==> src/rtl/shift_pkg.sv <==
// Shared types and constants for the multi-cycle shift sequencer.
package shift_pkg;

  localparam int DATA_W = 16;

  typedef enum logic [1:0] {
    SH_NONE = 2'b00,
    SH_LSL  = 2'b01,
    SH_LSR  = 2'b10,
    SH_ASR  = 2'b11
  } shift_op_t;

  typedef enum logic [1:0] {
    IDLE  = 2'b00,
    SHIFT = 2'b01,
    DONE  = 2'b10
  } seq_state_t;

endpackage

==> src/rtl/shifter.sv <==
// Combinational single-bit shift step.
module shifter
  import shift_pkg::*;
(
  input  logic [DATA_W-1:0] shift_in,
  input  shift_op_t         shift_op,
  output logic [DATA_W-1:0] shift_out
);

  always_comb begin
    shift_out = shift_in;
    case (shift_op)
      SH_NONE: shift_out = shift_in;
      SH_LSL:  shift_out = {shift_in[DATA_W-2:0], 1'b0};
      SH_LSR:  shift_out = {1'b0, shift_in[DATA_W-1:1]};
      SH_ASR:  shift_out = {shift_in[DATA_W-1], shift_in[DATA_W-1:1]};
      default: shift_out = shift_in;
    endcase
  end

endmodule

==> src/rtl/shift_sequencer.sv <==
// Multi-cycle shifter: applies one single-bit step per cycle, amount times.
module shift_sequencer
  import shift_pkg::*;
(
  input  logic              clk,
  input  logic              reset,
  input  logic              start,
  input  logic [DATA_W-1:0] in,
  input  logic [1:0]        op,
  input  logic [3:0]        amount,
  output logic              busy,
  output logic              done,
  output logic [DATA_W-1:0] out,
  output seq_state_t        dbg_state
);

  // Request handshake: start is accepted only on an edge where busy is low
  // (state IDLE); while busy is high start is dropped, never queued.

  seq_state_t        state_q, state_d;
  logic [DATA_W-1:0] work_q, work_d;
  shift_op_t         op_q, op_d;
  logic [3:0]        cnt_q, cnt_d;
  logic [DATA_W-1:0] out_q, out_d;
  logic [DATA_W-1:0] step_out;

  shifter u_shifter (
    .shift_in  (work_q),
    .shift_op  (op_q),
    .shift_out (step_out)
  );

  always_ff @(posedge clk or posedge reset) begin
    if (reset) begin
      state_q <= IDLE;
      work_q  <= '0;
      op_q    <= SH_NONE;
      cnt_q   <= '0;
      out_q   <= '0;
    end else begin
      state_q <= state_d;
      work_q  <= work_d;
      op_q    <= op_d;
      cnt_q   <= cnt_d;
      out_q   <= out_d;
    end
  end

  always_comb begin
    state_d = state_q;
    work_d  = work_q;
    op_d    = op_q;
    cnt_d   = cnt_q;
    out_d   = out_q;
    case (state_q)
      IDLE: begin
        if (start) begin
          work_d  = in;
          op_d    = shift_op_t'(op);
          cnt_d   = amount;
          state_d = SHIFT;
        end
      end
      SHIFT: begin
        // Counter reaching zero costs one extra cycle to publish the result.
        if (cnt_q != 4'd0) begin
          work_d = step_out;
          cnt_d  = cnt_q - 4'd1;
        end else begin
          out_d   = work_q;
          state_d = DONE;
        end
      end
      DONE:    state_d = IDLE;
      default: state_d = IDLE;
    endcase
  end

  assign busy      = (state_q != IDLE);
  assign done      = (state_q == DONE);
  assign out       = out_q;
  assign dbg_state = state_q;

endmodule
==> config.mk <==
export PLATFORM = sky130hd
export DESIGN_NAME = shift_sequencer
export DESIGN_NICKNAME = d
export VERILOG_FILES = /design/src/rtl/shift_pkg.sv /design/src/rtl/shifter.sv /design/src/rtl/shift_sequencer.sv
export SDC_FILE = /design/constraint.sdc
export NUM_CORES = 1
export LEC_CHECK = 0
export ABC_AREA = 1
export BUFFER_PORTS_ARGS = -buffer_cell sky130_fd_sc_hd__buf_2
export CAP_MARGIN = 0
export CORE_MARGIN = 4
export CORE_UTILIZATION = 35
export DETAILED_ROUTE_END_ITERATION = 8
export SYNTH_ARGS = -nofsm -noshare
export SYNTH_HDL_FRONTEND = slang
export SYNTH_SLANG_ARGS = --single-unit
==> constraint.sdc <==
create_clock -name clk -period 2.5 [get_ports clk]
set_input_delay 0.125 -clock clk [delete_from_list [all_inputs] [get_ports clk]]
set_output_delay 0.125 -clock clk [all_outputs]
set_load 0.05 [all_outputs]
# After elaboration in Yosys (flattened, before gate mapping)
# Index checks and enable logic that the tools add are counted.
# word_totals
regBits	40
inputBits	25
output_inout_bits	20
elab_cells	39
# classes
addsub	1
n_eq_ne	10
muxes	10
bitwise	1
reduce_logical	11
# op_table
cell	n
16-bit one-hot mux with 3 select lines	1
16-bit 2-to-1 mux	2
16-bit one-hot mux with 2 select lines	1
2-bit != test (second input constant)	5
4-bit 2-to-1 mux	2
4-bit one-hot mux with 2 select lines	1
2-bit equality test (second input constant)	3
2-bit AND reduction	3
5-bit AND reduction	1
2-bit by 1-bit equality test with 1-bit output (second input constant)	2
2-bit zero test	2
2-bit 2-to-1 mux	2
2-bit one-hot mux with 2 select lines	1
4-bit AND reduction	1
2-bit nonzero test	2
4-bit nonzero test	1
4-bit by 1-bit subtractor with 4-bit output (second input constant)	1
3-bit AND reduction	1
1-bit NOT	1

# Logic depth before layout (Yosys ltp)
# logic_depth
ltp_word	4
mapped_depth	9
depth_no_buf	8

# Cells and area by module
# A second synthesis with hierarchy kept.
# hier_totals
hier_cells	301
hier_area_um2	2190.9
# by_module_without_submodules
module	instances	cells_each	area_each_um2	seq_area_each_um2
shift_sequencer	1	230	1828.0	1001.0
shifter	1	71	362.8	0.0

# Worst setup path after synthesis
# Ideal clock, no wire load.
# synth_path
path_type	register to output
start	register state_q[1], in the netlist dbg_state[1]
end	output done
arrival_ns	1.456
required_time_ns	2.375
path_slack_ns	0.919
path_stages_with_launch	3
path_buffers	0
path_cell_list	dfrtp_1 -> inv_1 -> nor2_1
# synth_between
elab_chain_cells	1
# synth_lines
element	line	rtl
start, declared	shift_sequencer.sv:20	seq_state_t state_q, state_d;
start signal, assigned	shift_sequencer.sv:41	state_q <= state_d;
2-bit equality test	shift_sequencer.sv:80	assign done = (state_q == DONE);
end, declared	shift_sequencer.sv:12	output logic done,
# Every way passes these cells.

# Worst setup path after layout
# layout_path
start	register state_q[0], in the netlist dbg_state[0]
end	register out_q[8], in the netlist out[8]
# layout_between
elab_chain_cells	2
# layout_lines
element	line	rtl
2-bit by 1-bit equality test with 1-bit output	shift_sequencer.sv:55	case (state_q)
2-bit AND reduction (no line)	n/a	
end signal, assigned	shift_sequencer.sv:45	out_q <= out_d;
end, declared	shift_sequencer.sv:24	logic [DATA_W-1:0] out_q, out_d;
# Every way passes these cells.
# A chain may end at the register's enable or synchronous reset.

==> impl_metrics.env <==
export IMPL_cts_root_buf="clkbuf_8"
export IMPL_mostFrequentLayoutCells="nand2_1, buf_2, dfrtp_1, nand3_1, inv_1"
export IMPL_worstReg2RegStart="dbg_state[0]"
export IMPL_finalSetupViolCount=0
export IMPL_final_area_um2=2429
export IMPL_synth_xor_area_frac=0
export IMPL_num_io_pins=45
export IMPL_netlist_area_leader_share=0.4872
export IMPL_synth_top_family_by_area="simple AND/OR/NAND/NOR gates"
export IMPL_r2r_end="out[8]"
export IMPL_num_rows=27
export IMPL_start_util=0.3664
export IMPL_grt_pass1_wl_um=8293
export IMPL_antenna_found_initial=0
export IMPL_syn_cell_area_um2=2054
export IMPL_start_kind="register"
export IMPL_rrSetupSlack_ns=0.76
export IMPL_nets=345
export IMPL_hp_class="input pin to register"
export IMPL_critical_path_top_delay_family="simple AND/OR/NAND/NOR gates"
export IMPL_routabilityCongestion=0.7859
export IMPL_clkTransAtPathRegs_ns=0.08
export IMPL_drt_iter0_drc=138
export IMPL_num_antenna_cells=0
export IMPL_worst_pin_slew_ns=0.7045
export IMPL_synthToLayoutAreaGrowth_pct=18.21
export IMPL_yosys_area_share_simple=0.3538
export IMPL_critPathLaunch="dbg_state[0]"
export IMPL_crit_chain="inv_2, nor2_4, buf_4, nand3_2, o21ai_0"
export IMPL_wl_per_cell_um=12.36
export IMPL_outcome="finished clean"
export IMPL_antenna_left=0
export IMPL_track_usage=0.1434
export IMPL_finalClockSkew_ns=0.009701
export IMPL_dr_pass1_iters=4
export IMPL_grt_pass1_vias=1730
export IMPL_syn_nets=304
export IMPL_worst_r2r_cell_count=5
export IMPL_p_sw_mw=1.965
export IMPL_synthTopCellsByArea="dfrtp_1, nand2_1, nand3_1"
export IMPL_drive_gt1_frac=0.2000
export IMPL_cts_tree="built"
export IMPL_fin_crit_ns=1.745
export IMPL_p_int_mw=1.848
export IMPL_synth_mux_area_frac=0.005481
export IMPL_yosys_area_top_type="dfrtp_1"
export IMPL_ys_seq_area_frac=0.4872
export IMPL_synth_cell_type_count=23
export IMPL_worstPathRequired_ns=2.69
export IMPL_cp_depth=5
export IMPL_drc=0
export IMPL_cts_sinks=40
export IMPL_critPathBufInv=2
export IMPL_yosys_warnings=0
export IMPL_dieArea_um2=7160
export IMPL_leakage_nw=1.376
export IMPL_cpMaxStageDelayCell="nand3_2"
export IMPL_grt_overflow=0
export IMPL_synth_compound_area_frac=0.06090
export IMPL_maxCapViolCount=0
export IMPL_ir_worst_vdd_mv=0.4892
export IMPL_numCtsBuffers=5
export IMPL_yosys_area_share_adder=0.006090
export IMPL_synth_seq_cells=40
export IMPL_hold_worst_slack_ns=0.07404
export IMPL_coreArea_um2=5608
export IMPL_syn_area_per_cell_um2=7.390
export IMPL_cp_max_fo=33
export IMPL_power_density_nw_per_um2=1570
export IMPL_synthCells=278
export IMPL_hpwlAfterDp_um=3425
export IMPL_fmax_mhz=573.1
export IMPL_arrival_ns=1.94
export IMPL_pwr_share_seq=0.289
export IMPL_clock_path_buffers=2
export IMPL_cts_resized=0
export IMPL_die_h_um=84.62
export IMPL_period_share=0.6980
export IMPL_vias=1809
export IMPL_cp_end_kind="register"
export IMPL_port_buffer_count=44
export IMPL_sw_frac_of_total=0.5154
export IMPL_path_class="register to register"
export IMPL_h_tree_depth=2
export IMPL_grt_max_degree=41
export IMPL_placed_area_um2=2307
export IMPL_cpPeakStageDelay_ns=0.45
export IMPL_crit_path_end="out[8]"
export IMPL_die_x_um=84.62
export IMPL_maxSlewViolCount=0
export IMPL_rsz0062_at_grt="no"
export IMPL_fin_tns_setup_ns=0
export IMPL_viasPerCell=4.615
export IMPL_clk_insertion_delay_late_ns=0.30
export IMPL_layout_commonest_cell="nand2_1"
export IMPL_pwr_share_comb=0.571
export IMPL_maxSlewHeadroom=0.5292
export IMPL_hold_viol=0
export IMPL_wl_um=4847
export IMPL_clockPowerShare=0.140
metal layers:
metal / track usage / vias to the layer above / share of wire
li1: - / 945 / -
met1: 0.1931 / 822 / 0.49
met2: 0.2299 / 40 / 0.46
met3: 0.03238 / 2 / 0.046
met4: 0.04317 / 0 / 0.0029
met5: 0 / - / 0
cell usage after synthesis:
cell,count
nor2_1,8
nor2_4,1
nand2_2,2
inv_1,25
nand4_1,1
clkbuf_1,1
dfrtp_1,40
o21ai_1,1
a21oi_1,1
nand3_1,33
mux2_2,1
nor3_1,1
inv_2,1
buf_2,10
nand3_2,1
ha_1,1
o21ai_0,23
nand3b_1,1
buf_4,2
nand2_1,120
or2_2,1
nand2_4,2
buf_6,1
worst reg2reg max path: cells and delay by family (launching register included):
kind / cells / cell delay (ns)
simple gates: 2 / 0.56
buf+inv: 2 / 0.32
compound gates: 1 / 0.35
flops: 1 / 0.41
how the worst min path moves through the flow:
| stage | start | to | slack, ns | cells past startpoint |
|---|---|---|---|---|
| floorplan | op[0] | op_q[0] | 0.28 | 1 |
| global route | op[0] | op_q[0] | 0.07 | 2 |
| finish | op[0] | op_q[0] | 0.07 | 2 |
| global placement | reset | cnt_q[2] | 0.28 | 3 |
| CTS | op[0] | op_q[0] | 0.07 | 2 |
| detailed placement | reset | dbg_state[0] | 0.28 | 3 |
registers in the layout, indices dropped and copies added, names as in the netlist:
name and flops:
cnt_q 4, dbg_state 2, op_q 2, out 16, work_q 16
cell families after synthesis:
logic type | after synthesis
AO/OA/AOI/OAI | 25
adder cells (fa/ha/maj) | 1
buffers and inverters | 40
flip-flops | 40
multiplexers | 1
AND/OR/NAND/NOR | 171
power groups by stage:
| stage | Sequential [mW] | Clock, mW | Combinational [mW] |
|---|---|---|---|
| floorplan | 1.48 | 0 | 1.42 |
| global placement | 1.11 | 0 | 2.17 |
| detailed placement | 1.11 | 0 | 2.20 |
| CTS | 1.10 | 0.539 | 2.20 |
| global route | 1.15 | 0.571 | 2.49 |
| finish | 1.10 | 0.533 | 2.18 |
stage by stage:
step	util	total power [mW]	std cells	worst slack [ns]
finish	0.4331	3.813	392	0.7551
global route	0.4331	4.214	392	0.4799
CTS	0.4331	3.847	392	0.7412
detailed placement	0.4114	3.312	383	0.7884
global placement	0.4114	3.274	383	0.8259
floorplan	-	2.895	278	0.9186
what timing repair did:
| item | 4_1_cts | 5_1_grt |
|---|---|---|
| buffers inserted | 0 | 0 |
| hold buffers | 1 | 0 |
| hold endpoints to repair | 40 | 0 |
area by class of cell:
| type | instances | area (um2) |
|---|---|---|
| clock buffer | 5 | 68.82 |
| clock inverter | 3 | 42.54 |
| fill | 627 | 3179 |
| inverter | 26 | 97.59 |
| multi-input combinational | 198 | 875.8 |
| sequential | 40 | 1001 |
| tap | 72 | 90.09 |
| timing repair buffer | 48 | 252.7 |
No activity file was read; power rests on OpenSTA's default activity.
